`config.mk`:
```
export PLATFORM = sky130hd
export DESIGN_NAME = uart_rx_ctrl
export DESIGN_NICKNAME = d
export VERILOG_FILES = /design/src/rtl/uart_rx_ctrl.sv
export SDC_FILE = /design/constraint.sdc
export NUM_CORES = 1
export LEC_CHECK = 0
export CAP_MARGIN = 20
export CELL_PAD_IN_SITES_DETAIL_PLACEMENT = 0
export CELL_PAD_IN_SITES_GLOBAL_PLACEMENT = 1
export CORE_ASPECT_RATIO = 1.4
export CORE_MARGIN = 2
export CORE_UTILIZATION = 32
export DETAILED_ROUTE_END_ITERATION = 6
export HOLD_SLACK_MARGIN = 0.1
export PLACE_DENSITY = 0.66
export SKIP_CTS_REPAIR_TIMING = 1
export SYNTH_ARGS = -nofsm -noshare
export SYNTH_HDL_FRONTEND = slang
export SYNTH_SLANG_ARGS = --single-unit
```
`constraint.sdc`:
```
create_clock -name clk -period 2.1 [get_ports clk]
set_input_delay 0.21 -clock clk [delete_from_list [all_inputs] [get_ports clk]]
set_output_delay 0.21 -clock clk [all_outputs]
set_load 0.01 [all_outputs]
```
`src/rtl/uart_rx_ctrl.sv`:
```
// uart_rx_ctrl
//   Front end and output buffer for a UART receiver. The controller:
//     * synchronises the asynchronous rx_in pin through two flops
//     * validates the start bit and times a center_tick strobe at every bit
//       centre for an external shift-register receiver
//     * detects a line break (line held low for 10 bit times after a frame)
//     * buffers each received byte for a ready/valid consumer and tracks
//       overrun and framing-error statistics
//
// Ports
//   clk, reset          single clock, synchronous active-high reset
//   rx_in               raw UART pin, idle high
//   rx_sync_out         synchronised line (to the receiver)
//   center_tick         one-cycle strobe at each bit centre (to the receiver)
//   rx_data_in          byte from the receiver
//   valid_in            receiver byte-valid level; its rising edge captures
//   frame_error_in      receiver stop-bit error, qualified by valid_in
//   m_data, m_valid     buffered byte to the consumer
//   m_ready             consumer accepts when m_valid && m_ready
//   overrun             sticky flag: a good byte was dropped
//   overrun_clr         clears overrun (a simultaneous new overrun wins)
//   frame_err_cnt       saturating framing-error count
//   line_break          one-cycle strobe when a break is detected
//   busy                high while the bit-timing FSM is not idle
module uart_rx_ctrl #(
  parameter int CLK_HZ = 100_000_000,
  parameter int BAUD   = 115200
) (
  input  logic       clk,
  input  logic       reset,
  input  logic       rx_in,
  output logic       rx_sync_out,
  output logic       center_tick,
  input  logic [7:0] rx_data_in,
  input  logic       valid_in,
  input  logic       frame_error_in,
  output logic [7:0] m_data,
  output logic       m_valid,
  input  logic       m_ready,
  output logic       overrun,
  input  logic       overrun_clr,
  output logic [7:0] frame_err_cnt,
  output logic       line_break,
  output logic       busy
);

  localparam int TICKS_PER_BIT = CLK_HZ / BAUD;
  localparam int HALF_BIT      = TICKS_PER_BIT / 2;

  localparam logic [15:0] TPB_C   = 16'(TICKS_PER_BIT);
  localparam logic [15:0] HALF_C  = 16'(HALF_BIT);
  localparam logic [15:0] BREAK_C = 16'(10 * TICKS_PER_BIT);

  typedef enum logic [1:0] {IDLE, START_CHK, RUN, HOLDOFF} state_t;

  logic        sync1_q, sync2_q;
  state_t      state_q, state_d;
  logic [15:0] cnt_q, cnt_d;
  logic [3:0]  nticks_q, nticks_d;
  logic        tick_q, tick_d;
  logic        brk_q, brk_d;
  logic        brk_done_q, brk_done_d;
  logic        busy_q, busy_d;
  logic        valid_prev_q;
  logic [7:0]  m_data_q, m_data_d;
  logic        m_valid_q, m_valid_d;
  logic        overrun_q, overrun_d;
  logic [7:0]  fec_q, fec_d;
  logic        capture;

  // Bit-timing FSM next state. Outputs (tick, break, busy) are computed
  // here and registered so they line up with the state they belong to.
  always_comb begin
    state_d    = state_q;
    cnt_d      = cnt_q;
    nticks_d   = nticks_q;
    tick_d     = 1'b0;
    brk_d      = 1'b0;
    brk_done_d = brk_done_q;
    case (state_q)
      IDLE: begin
        if (!sync2_q) begin
          state_d  = START_CHK;
          cnt_d    = 16'd1;
          nticks_d = 4'd0;
        end
      end
      START_CHK: begin
        if (sync2_q) begin
          // Start bit did not last half a bit: treat as a glitch.
          state_d = IDLE;
          cnt_d   = 16'd0;
        end else if (cnt_q == HALF_C) begin
          tick_d   = 1'b1;
          nticks_d = 4'd1;
          cnt_d    = 16'd1;
          state_d  = RUN;
        end else begin
          cnt_d = cnt_q + 16'd1;
        end
      end
      RUN: begin
        if (cnt_q == TPB_C) begin
          tick_d   = 1'b1;
          cnt_d    = 16'd1;
          nticks_d = nticks_q + 4'd1;
          // Tick number 10 is the stop-bit centre; wait for idle line.
          if (nticks_q == 4'd9) begin
            state_d    = HOLDOFF;
            brk_done_d = 1'b0;
          end
        end else begin
          cnt_d = cnt_q + 16'd1;
        end
      end
      HOLDOFF: begin
        if (sync2_q) begin
          state_d = IDLE;
          cnt_d   = 16'd0;
        end else if (!brk_done_q) begin
          // Counter freezes once the break has been reported so only one
          // strobe fires per low period.
          if (cnt_q == BREAK_C) begin
            brk_d      = 1'b1;
            brk_done_d = 1'b1;
          end else begin
            cnt_d = cnt_q + 16'd1;
          end
        end
      end
      default: state_d = IDLE;
    endcase
    busy_d = (state_d != IDLE);
  end

  // Output buffer. valid_in is a level, so only its rising edge captures.
  always_comb begin
    capture   = valid_in && !valid_prev_q;
    m_data_d  = m_data_q;
    m_valid_d = m_valid_q;
    overrun_d = overrun_q;
    fec_d     = fec_q;
    if (overrun_clr) overrun_d = 1'b0;
    if (capture) begin
      if (frame_error_in) begin
        if (fec_q != 8'hFF) fec_d = fec_q + 8'd1;
      end else if (!m_valid_q || m_ready) begin
        m_data_d  = rx_data_in;
        m_valid_d = 1'b1;
      end else begin
        overrun_d = 1'b1;
      end
    end else if (m_valid_q && m_ready) begin
      m_valid_d = 1'b0;
    end
  end

  always_ff @(posedge clk) begin
    if (reset) begin
      sync1_q      <= 1'b1;
      sync2_q      <= 1'b1;
      state_q      <= IDLE;
      cnt_q        <= 16'd0;
      nticks_q     <= 4'd0;
      tick_q       <= 1'b0;
      brk_q        <= 1'b0;
      brk_done_q   <= 1'b0;
      busy_q       <= 1'b0;
      valid_prev_q <= 1'b1;
      m_data_q     <= 8'h00;
      m_valid_q    <= 1'b0;
      overrun_q    <= 1'b0;
      fec_q        <= 8'h00;
    end else begin
      sync1_q      <= rx_in;
      sync2_q      <= sync1_q;
      state_q      <= state_d;
      cnt_q        <= cnt_d;
      nticks_q     <= nticks_d;
      tick_q       <= tick_d;
      brk_q        <= brk_d;
      brk_done_q   <= brk_done_d;
      busy_q       <= busy_d;
      valid_prev_q <= valid_in;
      m_data_q     <= m_data_d;
      m_valid_q    <= m_valid_d;
      overrun_q    <= overrun_d;
      fec_q        <= fec_d;
    end
  end

  assign rx_sync_out   = sync2_q;
  assign center_tick   = tick_q;
  assign line_break    = brk_q;
  assign busy          = busy_q;
  assign m_data        = m_data_q;
  assign m_valid       = m_valid_q;
  assign overrun       = overrun_q;
  assign frame_err_cnt = fec_q;

endmodule

```
==> results of run 1 <==
[power breakdown]
group,total (mW),switching [mW],internal (mW)
combinational,0.872,0.468,0.404
sequential,0.973,0.0357,0.937
clock,0.610,0.310,0.300
total,2.45,0.813,1.64
[layer usage]
metal	vias up	share of wire, %	global-route usage, %
met4	0	1.4	5.06
met5	-	0	0
li1	1086	-	-
met3	6	4.5	3.23
met2	51	53	27.4
met1	994	41	16.1
[kinds of logic after synthesis]
group | share of synthesized area (%)
adders and majority gates | 5.80
DFF | 39.6
AOI/OAI and AO/OA | 10.2
muxes | 4.64
buffers and inverters | 3.32
and+or+nand+nor | 30.1
xor gates and xnor gates | 6.27
[flip-flops by register name (all words and copies together), names as in the netlist]
register / flops
overrun: 1
center_tick: 1
rx_sync_out: 1
brk_done_q: 1
valid_prev_q: 1
line_break: 1
state_q: 2
busy: 1
cnt_q: 16
sync1_q: 1
m_valid: 1
nticks_q: 4
m_data: 8
frame_err_cnt: 8
[worst reg2reg max path, cell delays in order (launching register included)]
cell,delay [ns]
sky130_fd_sc_hd__dfxtp_4,0.35
sky130_fd_sc_hd__or4b_4,0.51
sky130_fd_sc_hd__or4b_4,0.56
sky130_fd_sc_hd__o31a_4,0.33
sky130_fd_sc_hd__nor2_8,0.13
sky130_fd_sc_hd__o21ai_2,0.06
sky130_fd_sc_hd__a31o_1,0.20
[cell type report]
type / instances / area [µm²]
clock buffer: 7 / 96.3
tap: 97 / 121
timing repair buffer: 73 / 651
sequential: 47 / 946
multi-input combinational: 205 / 1390
inverter: 10 / 37.5
fill: 745 / 4020
clock inverter: 1 / 7.51
[cell usage after synthesis, types with 2 or more instances]
master                     instances  area share, %
sky130_fd_sc_hd__a211oi_1          2           0.63
sky130_fd_sc_hd__a21oi_1           7            1.5
sky130_fd_sc_hd__and2_1            3           0.79
sky130_fd_sc_hd__and3_1            7            1.8
sky130_fd_sc_hd__and4_1            3            1.1
sky130_fd_sc_hd__clkbuf_1          4           0.63
sky130_fd_sc_hd__dfxtp_1          47             40
sky130_fd_sc_hd__ha_1             11            5.8
sky130_fd_sc_hd__inv_1            10            1.6
sky130_fd_sc_hd__mux2i_1          11            4.6
sky130_fd_sc_hd__nand2_1          21            3.3
sky130_fd_sc_hd__nand2b_1          2           0.53
sky130_fd_sc_hd__nand3_1          14            3.0
sky130_fd_sc_hd__nand3b_1          4            1.3
sky130_fd_sc_hd__nand4_1           8            2.1
sky130_fd_sc_hd__nor2_1           46            7.3
sky130_fd_sc_hd__nor4_1            4            1.1
sky130_fd_sc_hd__o211ai_1          4            1.3
sky130_fd_sc_hd__o21a_1            4            1.3
sky130_fd_sc_hd__o21ai_1           2           0.42
sky130_fd_sc_hd__or2_2             8            2.1
sky130_fd_sc_hd__or3_1             2           0.53
sky130_fd_sc_hd__or3b_2            2           0.74
sky130_fd_sc_hd__or4b_4            2            1.2
sky130_fd_sc_hd__xnor2_1           3            1.1
sky130_fd_sc_hd__xor2_1           14            5.2
[worst min path at each step]
| stage | cells after the start | to | from |
|---|---|---|---|
| 2_1_floorplan | 1 | state_q[1] | reset |
| 3_3_place_gp | 1 | rx_sync_out | sync1_q |
| 3_5_place_dp | 1 | rx_sync_out | sync1_q |
| 4_1_cts | 1 | rx_sync_out | sync1_q |
| 5_1_grt | 1 | rx_sync_out | sync1_q |
| 6_report | 1 | rx_sync_out | sync1_q |
[stage by stage]
stage / hold slack (ns) / setup TNS, ns / setup WS (ns) / utilization, %
floorplan: 0.297 / -1.01 / -0.111 / -
global placement: 0.399 / -2.18 / -0.138 / 42.6
detailed placement: 0.409 / -2.40 / -0.160 / 42.6
CTS: 0.431 / -2.88 / -0.178 / 44.0
global route: 0.440 / -3.28 / -0.211 / 44.7
finish: 0.426 / -1.33 / -0.142 / 44.7
==> impl_metrics.env, run 1 <==
export IMPL_run_status="finished, violations left"
export IMPL_violations="setup timing"
export IMPL_placed_area_um2=3100
export IMPL_worstMarginPinSlew_ns=0.953
export IMPL_mostFrequentLayoutCells="sky130_fd_sc_hd__nor2_1, sky130_fd_sc_hd__dfxtp_1, sky130_fd_sc_hd__clkdlybuf4s50_1, sky130_fd_sc_hd__buf_4, sky130_fd_sc_hd__nand2_1"
export IMPL_arrival_ns=2.44
export IMPL_initial_utilization_pct=32.7
export IMPL_largest_driver_fanout_on_the_critical_path=5
export IMPL_vias_per_cell=4.86
export IMPL_postLayoutCellArea_um2=3250
export IMPL_grt_overflow_total=0
export IMPL_synth_main_ff_cell="sky130_fd_sc_hd__dfxtp_1"
export IMPL_grtUsageTotal_pct=14.7
export IMPL_final_cell_count_no_fill=440
export IMPL_syn_to_final_growth_pct=36.8
export IMPL_antenna_violating_nets_post_route=0
export IMPL_post_drt_wl_per_cell_um=12.9
export IMPL_finalMaxSlewViolations=0
export IMPL_capture_point_of_the_worst_reg_to_reg_path="nticks_q[3]"
export IMPL_dr_drc_count=0
export IMPL_timing_critical_path_cells="or4b_4, or4b_4, o31a_4, nor2_8, o21ai_2, a31o_1"
export IMPL_synth_nets=295
export IMPL_postSynth_asyncResetShare_pct=0
export IMPL_worst_setup_path_end_kind="flip-flop"
export IMPL_die_width_um=76.8
export IMPL_clk_pin_slew_worst_paths_ns=0.09
export IMPL_die_area_um2=8130
export IMPL_classification_of_the_worst_setup_path="flip-flop to flip-flop"
export IMPL_worst_ir_drop_vdd_v=0.000354
export IMPL_drive_gt1_share_pct=20.4
export IMPL_cp_buffers_inverters=0
export IMPL_grt_pass1_wl_mm=9.55
export IMPL_floorplan_rows=37
export IMPL_cellLeakagePower_nw=1.30
export IMPL_power_mw=2.45
export IMPL_postSynthRegisterBits=47
export IMPL_antenna_found_initial=0
export IMPL_timing_hold_worst_class="flip-flop to flip-flop"
export IMPL_mostFrequentLayoutCell="sky130_fd_sc_hd__nor2_1"
export IMPL_grt_max_degree=33
export IMPL_fmax_mhz=446
export IMPL_critical_path_launch_point_type="flip-flop"
export IMPL_finalWeightedCongestion=0.796
export IMPL_timing_max_cap_violations=0
export IMPL_timing_critical_path_max_delay_family="simple AND/OR/NAND/NOR gates"
export IMPL_timing_rr_start="cnt_q[15]"
export IMPL_ctsRootBufferMaster="sky130_fd_sc_hd__clkbuf_8"
export IMPL_synthesis_yosys_warnings=0
export IMPL_cts_buffers=5
export IMPL_floorplan_core_area_um2=7270
export IMPL_cellPowerDensity_nw_per_um2=756
export IMPL_first_global_vias=2029
export IMPL_cts_htree_levels=2
export IMPL_final_setup_viol_count=23
export IMPL_max_buffers_root_to_sink=2
export IMPL_num_antenna_cells=0
export IMPL_worst_r2r_cell_count=6
export IMPL_r2r_slack_ns=-0.14
export IMPL_hpwlAfterDp_mm=4.36
export IMPL_timing_hold_violations_final=0
export IMPL_die_height_um=106
export IMPL_syn_area_per_cell_um2=8.82
export IMPL_post_synthesis_cells=269
export IMPL_finalClockSkew_ns=0.00465
export IMPL_timing_final_crit_period_ns=2.24
export IMPL_drt_iter0_drc=93
export IMPL_final_period_utilization_pct=107
export IMPL_dr_pass1_iters=4
export IMPL_tritoncts_clock_tree="built"
export IMPL_slew_headroom_pct=36.0
export IMPL_setup_worst_path_end="nticks_q[3]"
export IMPL_post_synth_instance_area_um2=2370
export IMPL_routed_wl_mm=5.69
export IMPL_path_common_cell="sky130_fd_sc_hd__or4b_4"
export IMPL_path_depth=6
export IMPL_grt_setup_unrepaired="true"
export IMPL_io_pins=37
export IMPL_synth_sequential_area_ratio_pct=39.6
export IMPL_clock_sinks=47
export IMPL_port_buffer_count=36
export IMPL_synth_cell_type_count=50
export IMPL_worstSkewPairLatency_ns=0.30
export IMPL_vias=2137
export IMPL_setup_ws_ns=-0.142
export IMPL_place_inst=430
export IMPL_critical_path_slowest_cell="sky130_fd_sc_hd__or4b_4"
export IMPL_fin_nets=368
export IMPL_critical_path_max_stage_delay_ns=0.56
export IMPL_cp_startpoint="cnt_q[15]"
export IMPL_worst_endpoint_required_ns=2.30
export IMPL_synth_enable_flop_cells=0
No activity file was read; power rests on OpenSTA's default activity.
==> run 2, diff against run 1 <==
--- a/config.mk
+++ b/config.mk
@@ -6,14 +6,14 @@
 export NUM_CORES = 1
 export LEC_CHECK = 0
 export CAP_MARGIN = 20
-export CELL_PAD_IN_SITES_DETAIL_PLACEMENT = 0
+export CELL_PAD_IN_SITES_DETAIL_PLACEMENT = 1
 export CELL_PAD_IN_SITES_GLOBAL_PLACEMENT = 1
 export CORE_ASPECT_RATIO = 1.4
 export CORE_MARGIN = 2
 export CORE_UTILIZATION = 32
 export DETAILED_ROUTE_END_ITERATION = 6
 export HOLD_SLACK_MARGIN = 0.1
-export PLACE_DENSITY = 0.66
+export PLACE_DENSITY = 0.63
 export SKIP_CTS_REPAIR_TIMING = 1
 export SYNTH_ARGS = -nofsm -noshare
 export SYNTH_HDL_FRONTEND = slang
==> constraint.sdc (replaced) <==
create_clock -name clk -period 2.6 [get_ports clk]
set_input_delay 0.26 -clock clk [delete_from_list [all_inputs] [get_ports clk]]
set_output_delay 0.26 -clock clk [all_outputs]
set_load 0.01 [all_outputs]
==> impl_metrics.env, run 2 (same netlist as run 1, synthesis figures left out) <==
export IMPL_share_of_the_core_filled_with_cells_pct=41.0
export IMPL_mostFrequentLayoutCells="sky130_fd_sc_hd__dfxtp_1, sky130_fd_sc_hd__nor2_1, sky130_fd_sc_hd__clkdlybuf4s50_1"
export IMPL_grt_max_degree=33
export IMPL_antenna_found_initial=0
export IMPL_cp_startpoint="cnt_q[15]"
export IMPL_routed_wl_mm=6.06
export IMPL_die_width_um=76.8
export IMPL_initial_utilization_pct=32.7
export IMPL_mostFrequentLayoutCell="sky130_fd_sc_hd__dfxtp_1"
export IMPL_floorplan_core_area_um2=7270
export IMPL_groute_layer_met3_usage_pct=3.23
export IMPL_timing_critical_path_max_delay_family="simple AND/OR/NAND/NOR gates"
export IMPL_largest_driver_fanout_on_the_critical_path=11
export IMPL_floorplan_rows=37
export IMPL_slew_headroom_pct=34.6
export IMPL_path_common_cell="sky130_fd_sc_hd__or4b_4"
export IMPL_place_inst=403
export IMPL_clk_pin_slew_worst_paths_ns=0.09
export IMPL_worst_setup_path_end_kind="flip-flop"
export IMPL_pre_cts_setup_slack_ns=0.0435
export IMPL_capture_point_of_the_worst_reg_to_reg_path="cnt_q[1]"
export IMPL_classification_of_the_worst_setup_path="flip-flop to flip-flop"
export IMPL_timing_hold_worst_class="flip-flop to flip-flop"
export IMPL_max_buffers_root_to_sink=2
export IMPL_die_area_um2=8130
export IMPL_final_setup_viol_count=0
export IMPL_grt_met2_usage_pct=29.0
export IMPL_run_status="complete, no violations"
export IMPL_final_period_utilization_pct=91.8
export IMPL_largest_register="cnt_q"
export IMPL_cts_buffers=5
export IMPL_timing_critical_path_cells="or4b_4, or4b_4, o21ai_1, a211oi_2, nor2_2, buf_4, nor2_1"
export IMPL_setup_ws_ns=0.212
export IMPL_dr_pass1_iters=4
export IMPL_final_cell_count_no_fill=411
export IMPL_clock_sinks=47
export IMPL_grtUsageTotal_pct=16.4
export IMPL_setup_total_negative_slack_ns=0
export IMPL_worstMarginPinSlew_ns=0.974
export IMPL_timing_final_crit_period_ns=2.39
export IMPL_vias=2077
export IMPL_setup_worst_path_end="cnt_q[1]"
export IMPL_postLayoutCellArea_um2=2980
export IMPL_power_mw=1.88
export IMPL_gr_max_usage_layer="met2"
export IMPL_largest_register_ffs=16
export IMPL_worst_endpoint_required_ns=2.81
export IMPL_first_global_vias=2191
export IMPL_timing_rr_start="cnt_q[15]"
export IMPL_post_drt_wl_per_cell_um=14.7
export IMPL_vias_per_cell=5.05
export IMPL_ctsRootBufferMaster="sky130_fd_sc_hd__clkbuf_8"
export IMPL_syn_to_final_growth_pct=25.5
export IMPL_timing_max_cap_violations=0
export IMPL_cellLeakagePower_nw=1.13
export IMPL_num_antenna_cells=0
export IMPL_r2r_slack_ns=0.21
export IMPL_dr_drc_count=0
export IMPL_placed_area_um2=2870
export IMPL_io_pins=37
export IMPL_port_buffer_count=36
export IMPL_critical_path_max_stage_delay_ns=0.59
export IMPL_tritoncts_clock_tree="built"
export IMPL_cts_htree_levels=2
export IMPL_cellPowerDensity_nw_per_um2=632
export IMPL_final_hold_worst_slack_ns=0.421
export IMPL_drt_iter0_drc=46
export IMPL_finalWeightedCongestion=0.802
export IMPL_finalClockSkew_ns=0.00412
export IMPL_fin_nets=339
export IMPL_critical_path_launch_point_type="flip-flop"
export IMPL_worst_r2r_cell_count=7
export IMPL_drive_gt1_share_pct=11.1
export IMPL_hpwlAfterDp_mm=4.59
export IMPL_timing_hold_violations_final=0
export IMPL_grt_overflow_total=0
export IMPL_finalMaxSlewViolations=0
export IMPL_path_depth=7
export IMPL_groute_layer_met1_usage_pct=18.8
export IMPL_arrival_ns=2.59
export IMPL_antenna_violating_nets_post_route=0
export IMPL_die_height_um=106
export IMPL_fmax_mhz=419
export IMPL_grt_setup_unrepaired="false"
export IMPL_worst_ir_drop_vdd_v=0.000261
export IMPL_cp_buffers_inverters=1
export IMPL_worstSkewPairLatency_ns=0.31
export IMPL_critical_path_slowest_cell="sky130_fd_sc_hd__or4b_4"
export IMPL_grt_pass1_wl_mm=10.8
[run 2: cell count changes in the layout (fill, tap and decap cells not counted), sizes merged]
cell / before / now
clkinv: 0 / 1
buf: 37 / 8
clkbuf: 7 / 6
[run 2: routing by layer]
layer | vias to the layer above | wire length [µm]
met1 | 1002 | 2500
met4 | 0 | 110
met5 | - | 0
met2 | 39 | 3220
met3 | 9 | 222
li1 | 1027 | -
[run 2: area by class of cell]
class,instances,area [µm²]
Tap cell,97,121
Clock inverter,2,16.3
Timing Repair Buffer,44,420
Inverter,10,37.5
Multi-Input combinational cell,205,1360
Fill cell,897,4290
Sequential cell,47,941
Clock buffer,6,82.6
[run 2: report_power, final]
part	leakage (nW)	internal, mW	switching, mW
Sequential	0.381	0.758	0.0393
Clock	0.0474	0.217	0.261
Combinational	0.699	0.252	0.355
[run 2: how the worst min path moves through the flow]
stage                 start     endpoint  slack [ns]  cells after the start
finish              sync1_q  rx_sync_out        0.42                      1
global route        sync1_q  rx_sync_out        0.45                      1
CTS                 sync1_q  rx_sync_out        0.42                      1
detailed placement  sync1_q  rx_sync_out        0.40                      1
global placement    sync1_q  rx_sync_out        0.40                      1
floorplan             reset   state_q[1]        0.35                      1
==> run 3, diff against run 2 <==
--- a/config.mk
+++ b/config.mk
@@ -15,6 +15,7 @@
 export HOLD_SLACK_MARGIN = 0.1
 export PLACE_DENSITY = 0.63
 export SKIP_CTS_REPAIR_TIMING = 1
+export SLEW_MARGIN = 20
 export SYNTH_ARGS = -nofsm -noshare
 export SYNTH_HDL_FRONTEND = slang
 export SYNTH_SLANG_ARGS = --single-unit
==> constraint.sdc (replaced) <==
create_clock -name clk -period 2.6 [get_ports clk]
set_input_delay 0.52 -clock clk [delete_from_list [all_inputs] [get_ports clk]]
set_output_delay 0.52 -clock clk [all_outputs]
set_load 0.01 [all_outputs]
==> impl_metrics.env, run 3 (same netlist as run 1, synthesis figures left out) <==
export IMPL_run_status="complete, no violations"
export IMPL_switchingPower_mw=0.636
export IMPL_floorplan_rows=37
export IMPL_largest_register_ffs=16
export IMPL_place_inst=402
export IMPL_dr_pass1_iters=4
export IMPL_clock_sinks=47
export IMPL_cellLeakagePower_nw=1.14
export IMPL_tritoncts_clock_tree="built"
export IMPL_worst_setup_path_end_kind="flip-flop"
export IMPL_cts_htree_levels=2
export IMPL_mostFrequentLayoutCells="sky130_fd_sc_hd__dfxtp_1, sky130_fd_sc_hd__nor2_1, sky130_fd_sc_hd__clkdlybuf4s50_1"
export IMPL_largest_driver_fanout_on_the_critical_path=11
export IMPL_largest_register="cnt_q"
export IMPL_grt_max_degree=33
export IMPL_fmax_mhz=426
export IMPL_hpwlAfterDp_mm=4.49
export IMPL_initial_utilization_pct=32.7
export IMPL_clk_pin_slew_worst_paths_ns=0.09
export IMPL_critical_path_launch_point_type="flip-flop"
export IMPL_timing_hold_violations_final=0
export IMPL_die_area_um2=8130
export IMPL_drt_iter0_drc=50
export IMPL_slew_headroom_pct=38.0
export IMPL_timing_final_crit_period_ns=2.35
export IMPL_grtUsageTotal_pct=15.7
export IMPL_final_period_utilization_pct=90.3
export IMPL_arrival_ns=2.54
export IMPL_grt_setup_unrepaired="false"
export IMPL_first_global_vias=2171
export IMPL_grt_overflow_total=0
export IMPL_ctsRootBufferMaster="sky130_fd_sc_hd__clkbuf_8"
export IMPL_worstSkewPairLatency_ns=0.30
export IMPL_fin_nets=338
export IMPL_cts_buffers=5
export IMPL_routed_wl_mm=5.95
export IMPL_postLayoutCellArea_um2=3000
export IMPL_timing_hold_worst_class="flip-flop to flip-flop"
export IMPL_io_pins=37
export IMPL_worst_endpoint_required_ns=2.79
export IMPL_final_cell_count_no_fill=410
export IMPL_share_seq_of_total_power_pct=39.6
export IMPL_worst_ir_drop_vdd_v=0.000244
export IMPL_die_height_um=106
export IMPL_antenna_violating_nets_post_route=0
export IMPL_antenna_found_initial=0
export IMPL_finalMaxSlewViolations=0
export IMPL_drive_gt1_share_pct=10.5
export IMPL_max_buffers_root_to_sink=2
export IMPL_port_buffer_count=36
export IMPL_finalClockSkew_ns=0.00563
export IMPL_final_setup_viol_count=0
export IMPL_finalWeightedCongestion=0.822
export IMPL_setup_total_negative_slack_ns=0
export IMPL_syn_to_final_growth_pct=26.6
export IMPL_mostFrequentLayoutCell="sky130_fd_sc_hd__dfxtp_1"
export IMPL_placed_area_um2=2870
export IMPL_vias=2054
export IMPL_floorplan_core_area_um2=7270
export IMPL_num_antenna_cells=0
export IMPL_worstMarginPinSlew_ns=0.924
export IMPL_power_switching_fraction_pct=31.5
export IMPL_vias_per_cell=5.01
export IMPL_classification_of_the_worst_setup_path="flip-flop to flip-flop"
export IMPL_p_int_mw=1.38
export IMPL_share_comb_of_total_power_pct=29.4
export IMPL_cellPowerDensity_nw_per_um2=672
export IMPL_post_drt_wl_per_cell_um=14.5
export IMPL_die_width_um=76.8
export IMPL_grt_pass1_wl_mm=10.4
export IMPL_dr_drc_count=0
export IMPL_timing_max_cap_violations=0
export IMPL_power_share_of_the_clock_group_pct=31.0
-- run 3: changes by cell type in the layout (fill, tap and decap cells not counted) --
| cell | previous run | this run |
|---|---|---|
| sky130_fd_sc_hd__buf_4 | 8 | 7 |
| sky130_fd_sc_hd__bufinv_16 | 0 | 2 |
| sky130_fd_sc_hd__clkbuf_8 | 6 | 5 |
| sky130_fd_sc_hd__clkinv_4 | 1 | 0 |
| sky130_fd_sc_hd__clkinvlp_4 | 1 | 0 |
| sky130_fd_sc_hd__clkbuf_1 | 0 | 1 |
-- run 3: final timing paths --
path	startpoint	cells after the start	slack, ns	to
min	sync1_q	1	0.42	rx_sync_out
max	cnt_q[15]	7	0.25	cnt_q[1]
max reg2reg	cnt_q[15]	7	0.25	cnt_q[1]
min reg2reg	sync1_q	1	0.42	rx_sync_out
-- run 3: cell type report --
type | count | area, µm²
Tap cell | 97 | 121
Clock buffer | 6 | 72.6
Multi-Input combinational cell | 205 | 1360
Fill cell | 890 | 4260
Clock inverter | 2 | 60.1
Sequential cell | 47 | 941
Timing Repair Buffer | 43 | 413
Inverter | 10 | 37.5
-- run 3: power by group through the flow --
| stage | Clock (mW) | Combinational (mW) | Sequential, mW |
|---|---|---|---|
| 3_3_place_gp | 0 | 0.580 | 0.812 |
| 5_1_grt | 0.683 | 0.662 | 0.808 |
| 6_report | 0.626 | 0.593 | 0.800 |
| 2_1_floorplan | 0 | 0.419 | 0.810 |
| 4_1_cts | 0.653 | 0.590 | 0.800 |
| 3_5_place_dp | 0 | 0.588 | 0.817 |
-- run 3: stage by stage --
stage,hold WS (ns),util [%],setup WS (ns),power [mW]
6_report,0.418,41.3,0.252,2.02
5_1_grt,0.448,41.3,0.0887,2.15
4_1_cts,0.420,41.3,0.0281,2.04
3_5_place_dp,0.403,39.4,0.0704,1.40
3_3_place_gp,0.406,39.4,0.236,1.39
2_1_floorplan,0.389,-,0.382,1.23
-- run 3: worst max-delay path, cell delays in order (launching register included) --
cell and delay (ns):
sky130_fd_sc_hd__dfxtp_1 0.37, sky130_fd_sc_hd__or4b_4 0.55, sky130_fd_sc_hd__or4b_4 0.58, sky130_fd_sc_hd__o21ai_1 0.21, sky130_fd_sc_hd__a211oi_2 0.16, sky130_fd_sc_hd__nor2_2 0.13
sky130_fd_sc_hd__buf_4 0.18, sky130_fd_sc_hd__nor2_1 0.07
-- run 3: layer usage --
| layer | vias up | global-route usage (%) | routed length (µm) |
|---|---|---|---|
| li1 | 1025 | - | - |
| met4 | 0 | 8.18 | 233 |
| met5 | - | 0 | 0 |
| met2 | 46 | 27.7 | 2940 |
| met1 | 968 | 18.1 | 2560 |
| met3 | 15 | 2.63 | 215 |
